## src/rtl/mc_controller_pkg.sv

```systemverilog
// Shared types and encodings for the multicycle MIPS main controller.
// Opcode/funct/ALU encodings follow the classic MIPS subset (lw, sw, R-type, beq, addi, j).
package mc_controller_pkg;

    typedef logic       u1;
    typedef logic [1:0] u2;
    typedef logic [2:0] u3;
    typedef logic [3:0] u4;
    typedef logic [5:0] u6;

    localparam int unsigned OP_W     = 6;
    localparam int unsigned FUNCT_W  = 6;
    localparam int unsigned STATE_W  = 4;
    localparam int unsigned ALUCTL_W = 3;

    typedef enum logic [STATE_W-1:0] {
        FETCH   = 4'd0,
        DECODE  = 4'd1,
        MEMADR  = 4'd2,
        MEMRD   = 4'd3,
        MEMWB   = 4'd4,
        MEMWR   = 4'd5,
        RTYPEEX = 4'd6,
        RTYPEWB = 4'd7,
        BEQEX   = 4'd8,
        ADDIEX  = 4'd9,
        ADDIWB  = 4'd10,
        JEX     = 4'd11
    } state_t;

    localparam u6 OP_RTYPE = 6'h00;
    localparam u6 OP_J     = 6'h02;
    localparam u6 OP_BEQ   = 6'h04;
    localparam u6 OP_ADDI  = 6'h08;
    localparam u6 OP_LW    = 6'h23;
    localparam u6 OP_SW    = 6'h2B;

    localparam u6 FUNCT_ADD = 6'h20;
    localparam u6 FUNCT_SUB = 6'h22;
    localparam u6 FUNCT_AND = 6'h24;
    localparam u6 FUNCT_OR  = 6'h25;
    localparam u6 FUNCT_SLT = 6'h2A;

    localparam u3 ALU_AND = 3'b000;
    localparam u3 ALU_OR  = 3'b001;
    localparam u3 ALU_ADD = 3'b010;
    localparam u3 ALU_SUB = 3'b110;
    localparam u3 ALU_SLT = 3'b111;

    typedef enum logic [1:0] {
        ALUOP_ADD   = 2'b00,
        ALUOP_SUB   = 2'b01,
        ALUOP_FUNCT = 2'b10,
        ALUOP_RSVD  = 2'b11
    } aluop_t;

    // Moore control word produced from the current state alone.
    typedef struct packed {
        u1      pcwrite;
        u1      branch;
        u1      irwrite;
        u1      memwrite;
        u1      iord;
        u1      regwrite;
        u1      regdst;
        u1      memtoreg;
        u1      alusrca;
        u2      alusrcb;
        u2      pcsrc;
        aluop_t aluop;
    } ctrl_t;

    function automatic u1 op_known(input u6 op);
        case (op)
            OP_RTYPE, OP_J, OP_BEQ, OP_ADDI, OP_LW, OP_SW: op_known = 1'b1;
            default:                                       op_known = 1'b0;
        endcase
    endfunction

endpackage

```

## src/rtl/mc_controller_if.sv

```systemverilog
// Controller-to-datapath/memory bundle: instruction fields and zero flag in, control strobes out.
interface mc_controller_if;
    import mc_controller_pkg::*;

    u6 op;
    u6 funct;
    u1 zero;

    u1 pcen;
    u1 memwrite;
    u1 irwrite;
    u1 iord;
    u1 regwrite;
    u1 regdst;
    u1 memtoreg;
    u1 alusrca;
    u2 alusrcb;
    u2 pcsrc;
    u3 alucontrol;
    u1 illegal;
    u4 state;

    modport master (
        input  op, funct, zero,
        output pcen, memwrite, irwrite, iord, regwrite, regdst, memtoreg,
               alusrca, alusrcb, pcsrc, alucontrol, illegal, state
    );

    modport slave (
        output op, funct, zero,
        input  pcen, memwrite, irwrite, iord, regwrite, regdst, memtoreg,
               alusrca, alusrcb, pcsrc, alucontrol, illegal, state
    );

endinterface

```

## src/rtl/mc_controller_alu_decoder.sv

```systemverilog
// ALU decoder: maps aluop/funct to the 3-bit ALU control and flags supported R-type functs.
module mc_controller_alu_decoder
    import mc_controller_pkg::*;
(
    input  aluop_t i_aluop,
    input  u6      i_funct,
    output u3      o_alucontrol,
    output u1      o_funct_ok
);

    u3 w_funct_ctl;

    // funct lookup; unsupported functs fall back to add so the write still completes
    always_comb begin
        w_funct_ctl = ALU_ADD;
        o_funct_ok  = 1'b1;
        case (i_funct)
            FUNCT_ADD: w_funct_ctl = ALU_ADD;
            FUNCT_SUB: w_funct_ctl = ALU_SUB;
            FUNCT_AND: w_funct_ctl = ALU_AND;
            FUNCT_OR:  w_funct_ctl = ALU_OR;
            FUNCT_SLT: w_funct_ctl = ALU_SLT;
            default: begin
                w_funct_ctl = ALU_ADD;
                o_funct_ok  = 1'b0;
            end
        endcase
    end

    always_comb begin
        o_alucontrol = ALU_ADD;
        case (i_aluop)
            ALUOP_ADD:   o_alucontrol = ALU_ADD;
            ALUOP_SUB:   o_alucontrol = ALU_SUB;
            ALUOP_FUNCT: o_alucontrol = w_funct_ctl;
            default:     o_alucontrol = ALU_ADD;
        endcase
    end

endmodule

```

## src/rtl/mc_controller.sv

```systemverilog
// Multicycle MIPS main control FSM; all strobes derive from the current state except the ALU decode.
// Write/enable strobes are suppressed combinationally while reset is held.
module mc_controller
    import mc_controller_pkg::*;
#(
    parameter bit TRAP_ILLEGAL = 1'b1
) (
    input  logic            clk,
    input  logic            reset,
    mc_controller_if.master bus
);

    state_t r_state;
    state_t w_next_state;
    ctrl_t  w_ctrl;
    u3      w_alucontrol;
    u1      w_funct_ok;
    u1      w_illegal;

    always_ff @(posedge clk) begin
        if (reset) begin
            r_state <= FETCH;
        end else begin
            r_state <= w_next_state;
        end
    end

    always_comb begin
        w_next_state = FETCH;
        case (r_state)
            FETCH: w_next_state = DECODE;
            DECODE: begin
                case (bus.op)
                    OP_LW, OP_SW: w_next_state = MEMADR;
                    OP_RTYPE:     w_next_state = RTYPEEX;
                    OP_BEQ:       w_next_state = BEQEX;
                    OP_ADDI:      w_next_state = ADDIEX;
                    OP_J:         w_next_state = JEX;
                    default:      w_next_state = FETCH;
                endcase
            end
            MEMADR: begin
                if (bus.op == OP_LW) begin
                    w_next_state = MEMRD;
                end else if (bus.op == OP_SW) begin
                    w_next_state = MEMWR;
                end else begin
                    w_next_state = FETCH;
                end
            end
            MEMRD:   w_next_state = MEMWB;
            RTYPEEX: w_next_state = RTYPEWB;
            ADDIEX:  w_next_state = ADDIWB;
            default: w_next_state = FETCH;
        endcase
    end

    always_comb begin
        w_ctrl = '0;
        case (r_state)
            FETCH: begin
                w_ctrl.irwrite = 1'b1;
                w_ctrl.pcwrite = 1'b1;
                w_ctrl.alusrcb = 2'b01;
            end
            DECODE: w_ctrl.alusrcb = 2'b11;
            MEMADR: begin
                w_ctrl.alusrca = 1'b1;
                w_ctrl.alusrcb = 2'b10;
            end
            MEMRD: w_ctrl.iord = 1'b1;
            MEMWB: begin
                w_ctrl.memtoreg = 1'b1;
                w_ctrl.regwrite = 1'b1;
            end
            MEMWR: begin
                w_ctrl.iord     = 1'b1;
                w_ctrl.memwrite = 1'b1;
            end
            RTYPEEX: begin
                w_ctrl.alusrca = 1'b1;
                w_ctrl.aluop   = ALUOP_FUNCT;
            end
            RTYPEWB: begin
                w_ctrl.regdst   = 1'b1;
                w_ctrl.regwrite = 1'b1;
            end
            BEQEX: begin
                w_ctrl.alusrca = 1'b1;
                w_ctrl.aluop   = ALUOP_SUB;
                w_ctrl.pcsrc   = 2'b01;
                w_ctrl.branch  = 1'b1;
            end
            ADDIEX: begin
                w_ctrl.alusrca = 1'b1;
                w_ctrl.alusrcb = 2'b10;
            end
            ADDIWB: w_ctrl.regwrite = 1'b1;
            JEX: begin
                w_ctrl.pcsrc   = 2'b10;
                w_ctrl.pcwrite = 1'b1;
            end
            default: w_ctrl = '0;
        endcase
    end

    mc_controller_alu_decoder u_alu_decoder (
        .i_aluop      (w_ctrl.aluop),
        .i_funct      (bus.funct),
        .o_alucontrol (w_alucontrol),
        .o_funct_ok   (w_funct_ok)
    );

    // funct_ok is aluop-independent, so it can be judged in DECODE before RTYPEEX
    assign w_illegal = TRAP_ILLEGAL && (r_state == DECODE) &&
                       (!op_known(bus.op) || ((bus.op == OP_RTYPE) && !w_funct_ok));

    assign bus.pcen       = ~reset & (w_ctrl.pcwrite | (w_ctrl.branch & bus.zero));
    assign bus.irwrite    = ~reset & w_ctrl.irwrite;
    assign bus.memwrite   = ~reset & w_ctrl.memwrite;
    assign bus.regwrite   = ~reset & w_ctrl.regwrite;
    assign bus.illegal    = ~reset & w_illegal;
    assign bus.iord       = w_ctrl.iord;
    assign bus.regdst     = w_ctrl.regdst;
    assign bus.memtoreg   = w_ctrl.memtoreg;
    assign bus.alusrca    = w_ctrl.alusrca;
    assign bus.alusrcb    = w_ctrl.alusrcb;
    assign bus.pcsrc      = w_ctrl.pcsrc;
    assign bus.alucontrol = w_alucontrol;
    assign bus.state      = u4'(r_state);

endmodule

```

## src/flat_wrapper.sv

```systemverilog
// flat-port wrapper written by rule: the top's interface ports become plain ports
module mc_controller_flat import mc_controller_pkg::*;
#(
    parameter bit TRAP_ILLEGAL = 1'b1
)
  (clk, reset, bus_op, bus_funct, bus_zero, bus_pcen, bus_memwrite, bus_irwrite, bus_iord, bus_regwrite, bus_regdst, bus_memtoreg, bus_alusrca, bus_alusrcb, bus_pcsrc, bus_alucontrol, bus_illegal, bus_state);
  mc_controller_if bus_i ();
  input  logic clk;
  input  logic reset;
  input wire logic [$bits(bus_i.op)-1:0] bus_op;
  input wire logic [$bits(bus_i.funct)-1:0] bus_funct;
  input wire logic [$bits(bus_i.zero)-1:0] bus_zero;
  output wire logic [$bits(bus_i.pcen)-1:0] bus_pcen;
  output wire logic [$bits(bus_i.memwrite)-1:0] bus_memwrite;
  output wire logic [$bits(bus_i.irwrite)-1:0] bus_irwrite;
  output wire logic [$bits(bus_i.iord)-1:0] bus_iord;
  output wire logic [$bits(bus_i.regwrite)-1:0] bus_regwrite;
  output wire logic [$bits(bus_i.regdst)-1:0] bus_regdst;
  output wire logic [$bits(bus_i.memtoreg)-1:0] bus_memtoreg;
  output wire logic [$bits(bus_i.alusrca)-1:0] bus_alusrca;
  output wire logic [$bits(bus_i.alusrcb)-1:0] bus_alusrcb;
  output wire logic [$bits(bus_i.pcsrc)-1:0] bus_pcsrc;
  output wire logic [$bits(bus_i.alucontrol)-1:0] bus_alucontrol;
  output wire logic [$bits(bus_i.illegal)-1:0] bus_illegal;
  output wire logic [$bits(bus_i.state)-1:0] bus_state;
  assign bus_i.op = bus_op;
  assign bus_i.funct = bus_funct;
  assign bus_i.zero = bus_zero;
  assign bus_pcen = bus_i.pcen;
  assign bus_memwrite = bus_i.memwrite;
  assign bus_irwrite = bus_i.irwrite;
  assign bus_iord = bus_i.iord;
  assign bus_regwrite = bus_i.regwrite;
  assign bus_regdst = bus_i.regdst;
  assign bus_memtoreg = bus_i.memtoreg;
  assign bus_alusrca = bus_i.alusrca;
  assign bus_alusrcb = bus_i.alusrcb;
  assign bus_pcsrc = bus_i.pcsrc;
  assign bus_alucontrol = bus_i.alucontrol;
  assign bus_illegal = bus_i.illegal;
  assign bus_state = bus_i.state;
  mc_controller #(.TRAP_ILLEGAL(TRAP_ILLEGAL)) u_core (.clk(clk), .reset(reset), .bus(bus_i));
endmodule
```

## config.mk

```make
export PLATFORM = sky130hd
export DESIGN_NAME = mc_controller_flat
export DESIGN_NICKNAME = d
export VERILOG_FILES = /design/src/rtl/mc_controller_pkg.sv /design/src/rtl/mc_controller_if.sv /design/src/rtl/mc_controller_alu_decoder.sv /design/src/rtl/mc_controller.sv /design/src/flat_wrapper.sv
export SDC_FILE = /design/constraint.sdc
export NUM_CORES = 1
export LEC_CHECK = 0
export BUFFER_PORTS_ARGS = -buffer_cell sky130_fd_sc_hd__clkbuf_2
export CORE_MARGIN = 2
export CORE_UTILIZATION = 45
export DETAILED_ROUTE_END_ITERATION = 8
export PLACE_DENSITY_LB_ADDON = 0.3
export SLEW_MARGIN = 0
export SYNTH_ARGS = -nofsm -noshare
export SYNTH_HDL_FRONTEND = slang
export SYNTH_HIERARCHICAL = 1
export SYNTH_SLANG_ARGS = --single-unit
```

## constraint.sdc

```tcl
create_clock -name clk -period 4.5 [get_ports clk]
set_input_delay 1.35 -clock clk [delete_from_list [all_inputs] [get_ports clk]]
set_output_delay 1.35 -clock clk [all_outputs]
set_load 0.03 [all_outputs]
```

## Word-level counts from Yosys, hierarchy flattened

Cells that the tools add are included.

- Equality and inequality tests: 23
- Mux-type cells: 20
- Bitwise gates (word level): 8
- Reduce and logical (&&, ||, !) cells: 15

Operator list:

| cell | count |
|---|---|
| 6-bit equality test, second input constant | 7 |
| 4-bit one-hot mux with 6 select lines | 1 |
| 4-bit one-hot mux with 5 select lines | 1 |
| 4-bit by 3-bit equality test with 1-bit output, second input constant | 4 |
| 4-bit equality test, second input constant | 4 |
| 3-bit one-hot mux with 4 select lines | 1 |
| 1-bit two-way mux | 11 |
| 4-bit by 2-bit equality test with 1-bit output, second input constant | 2 |
| 2-bit one-hot mux with 2 select lines | 2 |
| 2-bit OR reduction | 4 |
| 1-bit AND | 6 |
| 6-bit by 2-bit equality test with 1-bit output, second input constant | 1 |
| 6-bit by 3-bit equality test with 1-bit output, second input constant | 1 |
| 6-bit by 4-bit equality test with 1-bit output, second input constant | 1 |
| 6-bit logical NOT | 1 |
| 2-bit one-hot mux with 3 select lines | 1 |
| 3-bit one-hot mux with 2 select lines | 1 |
| 6-bit OR reduction | 1 |
| 5-bit OR reduction | 1 |
| 4-bit by 1-bit equality test with 1-bit output, second input constant | 1 |
| 4-bit logical NOT | 1 |
| 4-bit two-way mux | 1 |
| 4-bit OR reduction | 1 |
| 3-bit two-way mux | 1 |
| 8 further kinds | 10 |

- Flip-flop bits (word level): 4
- Logic and storage cells: 67

## Depth between registers and ports, before layout

- Depth after elaboration: 8
- Depth in mapped cells: 7
- Mapped depth without buffers: 6

## Modules after synthesis

The synthesis kept the hierarchy.

By module, submodules not included:

| module | instances | cells each | area an instance (µm²) |
|---|---|---|---|
| mc_controller | 1 | 77 | 501.7 |
| mc_controller_alu_decoder | 1 | 18 | 167.7 |

## Worst setup path before layout

Ideal clock, no wire load.

- Path kind: in2out
- From: input bus_op[3]
- To: output bus_illegal
- Arrival time: 2.552 ns
- Required time: 3.150 ns
- Path slack: 0.598 ns
- Stages: 5
- Cell sequence: buf_6 -> or3_1 -> or3_1 -> nor2_1 -> o31a_1

- Cells in the longest elaborated chain, start to end: 7

Ends and longest elaborated chain:

| element | RTL line | RTL |
|---|---|---|
| start: declaration | flat_wrapper.sv:10 | `input wire logic [$bits(bus_i.op)-1:0] bus_op;` |
| 6-bit by 2-bit equality test with 1-bit output, or another cell as far along | mc_controller_pkg.sv:74 | `case (op)` |
| 6-bit OR reduction | mc_controller_pkg.sv:74 |  |
| 1-bit two-way mux | mc_controller_pkg.sv:74 |  |
| 1-bit logical NOT | mc_controller.sv:116 | `(!op_known(bus.op) \|\| ((bus.op == OP_RTYPE) && !w_funct_ok));` |
| 1-bit logical OR * | mc_controller.sv:116 |  |
| 1-bit logical AND * | mc_controller.sv:115 | `assign w_illegal = TRAP_ILLEGAL && (r_state == DECODE) &&` |
| 1-bit AND * | mc_controller.sv:122 | `assign bus.illegal = ~reset & w_illegal;` |
| end: declaration | flat_wrapper.sv:24 | `output wire logic [$bits(bus_i.illegal)-1:0] bus_illegal;` |

Mark *: on every way between the ends. The rest lies on a longest branch, timed or not.

## Worst setup path in the final report

Ends and elaborated chain as after synthesis.

==> results.md <==
* Status: finished clean
* Core footprint at 0.00135 mm2
* All-Layer GR Usage at 0.202
* Hold Vio Cnt, Final at 0
* PostCTS Resize Cnt at 0
* Die width at 42.6 um
* Post-Place Cell Area at roughly 800 um2
* Initial antenna violation count at 0
* WHS at about 670 ps
* Rows at 13
* Diode count at 0
* WL per Instance at 12.5 um
* Initial DRC Count at 13
* Layout Cells excl Fill at 137
* Synth warn at 6
* CTS tree: done
* Pin count of the biggest net entering global routing at 14
* Design Area, Final at 820 um2
* Hold buffers post-CTS at 0
* Clock sinks at 4
* Vias per inst at ~5.6
* Avg Cell Area, Syn at approximately 7.0 um2
* Critical path type: input port to output pin
* WP data required at 3150 ps
* CTS max path bufs at 2
* Total global routing overflow at 0
* Post-Syn Nets at 112
* Synthesis-to-finish area growth at 22.4%
* Number of global-route vias before repair at 653
* Detailed-route via count at 764
* Fillers at 134
* P_leak at 0.361 nW
* Critical Path AT at 2650 ps
* DRC Markers at 0
* Setup-failing EPs final at 0
* Syn Inst Count at 95
* Routability cong. at 0.842
* Post-Route Utilization at 0.607
* Final wirelength at 1710 um
* Critical Path End Type: output pin
* Mapped Area at ~670 um2
* Clk_lat worst skew at 230 ps
* Reg clk slew, reported paths at roughly 40 ps
* Layout cell share with drive strength beyond 1 at 0.352
* Initial Util at 0.496
* Port Buffers at 34
* Peak supply drop at 0.0928 mV
* Distinct cells, synth at 36
* Die area at 0.00181 mm2
* CTS buffer count at 3
* Max Clock Skew at 2.70 ps
* Worst Path Max Fanout at 7
* RSZ-0062 raised after global routing: no
* Register bit total from synthesis at 4
* Relative slew margins at 0.697
* First-pass GRT wire length at 2990 um
* Peak Freq at 250 MHz
* CTS H-tree lvls at 1
* Die height at approximately 43 um
* Io pins at 35
* Pins Over Slew Limit at 0
* DP Cell Count at roughly 130
* Max FFs per register at 4
* Startpoint types: input port
* Layout Nets at 141
* Sequential area share after synthesis at 0.120
* HPWL after DPL at 1330 um
* Clock period minus worst slack at between 4000 and 5000 ps
* Setup ws final at 495 ps
* Pwr/cell area at ~160 mW/mm2
* Max-cap violation count at 0
* Dpl ws at 486 ps
* Worst-Margin Slew at 453 ps
* Setup Total Neg Slack at 0 ps
* Post-route ant nets at 0
* Hold Crit Class: flop to flop
* DRT Pass-1 Iters at 4
* Setup Buffers After CTS at 0
* Tot Pwr at 0.134 mW
* CTS root buf: clkbuf_4
* Final worst-path cycle share at 0.890
routing by layer:
metal / share of wire / track usage / vias up
li1: - / - / 400
met1: 0.46 / 0.292 / 334
met2: 0.48 / 0.320 / 28
met3: 0.054 / 0.0172 / 2
met4: 0.0070 / 0.0500 / 0
met5: 0 / 0 / -
worst max-delay path: stages:
cell and delay, ps:
clkbuf_2 140, or3_1 380, or3_1 370, nor2_1 90, o31a_1 120, clkbuf_2 190
cell families after synthesis:
logic type,after synthesis,synth area share
flops,4,0.120
mux,2,0.0374
xor+xnor,3,0.0393
compound gates,20,0.191
simple gates,48,0.441
fa+ha+maj,3,0.0523
buf+inv,15,0.120
path summary, 6_finish.rpt:
kind                                     startpoint                   to  slack (ps)  cells past startpoint
worst max register to register  u_core/bus.state[2]  u_core/bus.state[0]        2950                      3
worst min-delay path            u_core/bus.state[2]  u_core/bus.state[3]         670                      1
worst min register to register  u_core/bus.state[2]  u_core/bus.state[3]         670                      1
worst max-delay path                      bus_op[3]          bus_illegal         500                      6
cells in the mapped netlist, drive strengths merged:
library cell | count | area, um2
nor4b | 1 | 23.8
mux2i | 1 | 10.0
maj3 | 1 | 10.0
and2b | 1 | 7.51
o31a | 1 | 8.76
or4 | 1 | 7.51
o21a | 1 | 7.51
a21o | 2 | 15.0
o21ai | 3 | 15.0
or3 | 2 | 12.5
nand4bb | 3 | 33.8
nand2b | 4 | 25.0
xnor2 | 2 | 17.5
or4b | 1 | 10.0
o22ai | 1 | 12.5
nor3 | 10 | 50.1
nor4bb | 1 | 10.0
nand3 | 2 | 10.0
o32a | 1 | 10.0
inv | 5 | 18.8
dfxtp | 4 | 80.1
ha | 2 | 25.0
nor2b | 1 | 6.26
a21oi | 8 | 40.0
xor2 | 1 | 8.76
or2 | 3 | 18.8
buf | 6 | 46.3
or3b | 1 | 8.76
nor4 | 3 | 18.8
mux2 | 1 | 15.0
nand2 | 3 | 11.3
nor2 | 11 | 41.3
a31oi | 3 | 18.8
clkbuf | 4 | 15.0
area by class of cell:
class | count | area, um2 | area share
clock buffers | 3 | 22.5 | 0.0275
repair buffers | 34 | 170 | 0.208
multi-input cells | 76 | 509 | 0.621
well taps | 15 | 18.8 | 0.0229
flip-flops and latches | 4 | 80.1 | 0.0977
inverters | 5 | 18.8 | 0.0229
where the power goes:
| part | switching, mW | leakage (nW) | internal, mW |
|---|---|---|---|
| clock | 0.0146 | 0.0138 | 0.0298 |
| combinational | 0.0299 | 0.315 | 0.0200 |
| sequential | 0.00339 | 0.0326 | 0.0368 |
| total | 0.0478 | 0.361 | 0.0866 |
layout by cell type, fill, tap and decap left out, types with 2 or more instances in the layout:
cell type  Yosys  routed
nor4_1         3       3
a21o_1         2       2
inv_1          5       5
o21ai_0        3       3
nand2b_1       4       4
a21oi_1        8       8
nor3_1        10      10
a31oi_1        3       3
dfxtp_1        4       4
ha_1           2       2
or2_2          3       3
nand4bb_1      3       3
nor2_1        11      11
or3_1          2       2
clkbuf_2       0      34
xnor2_1        2       2
nand2_1        3       3
clkbuf_4       0       3
nand3_1        2       2
Note: power is estimated with default switching activity, not from simulation.
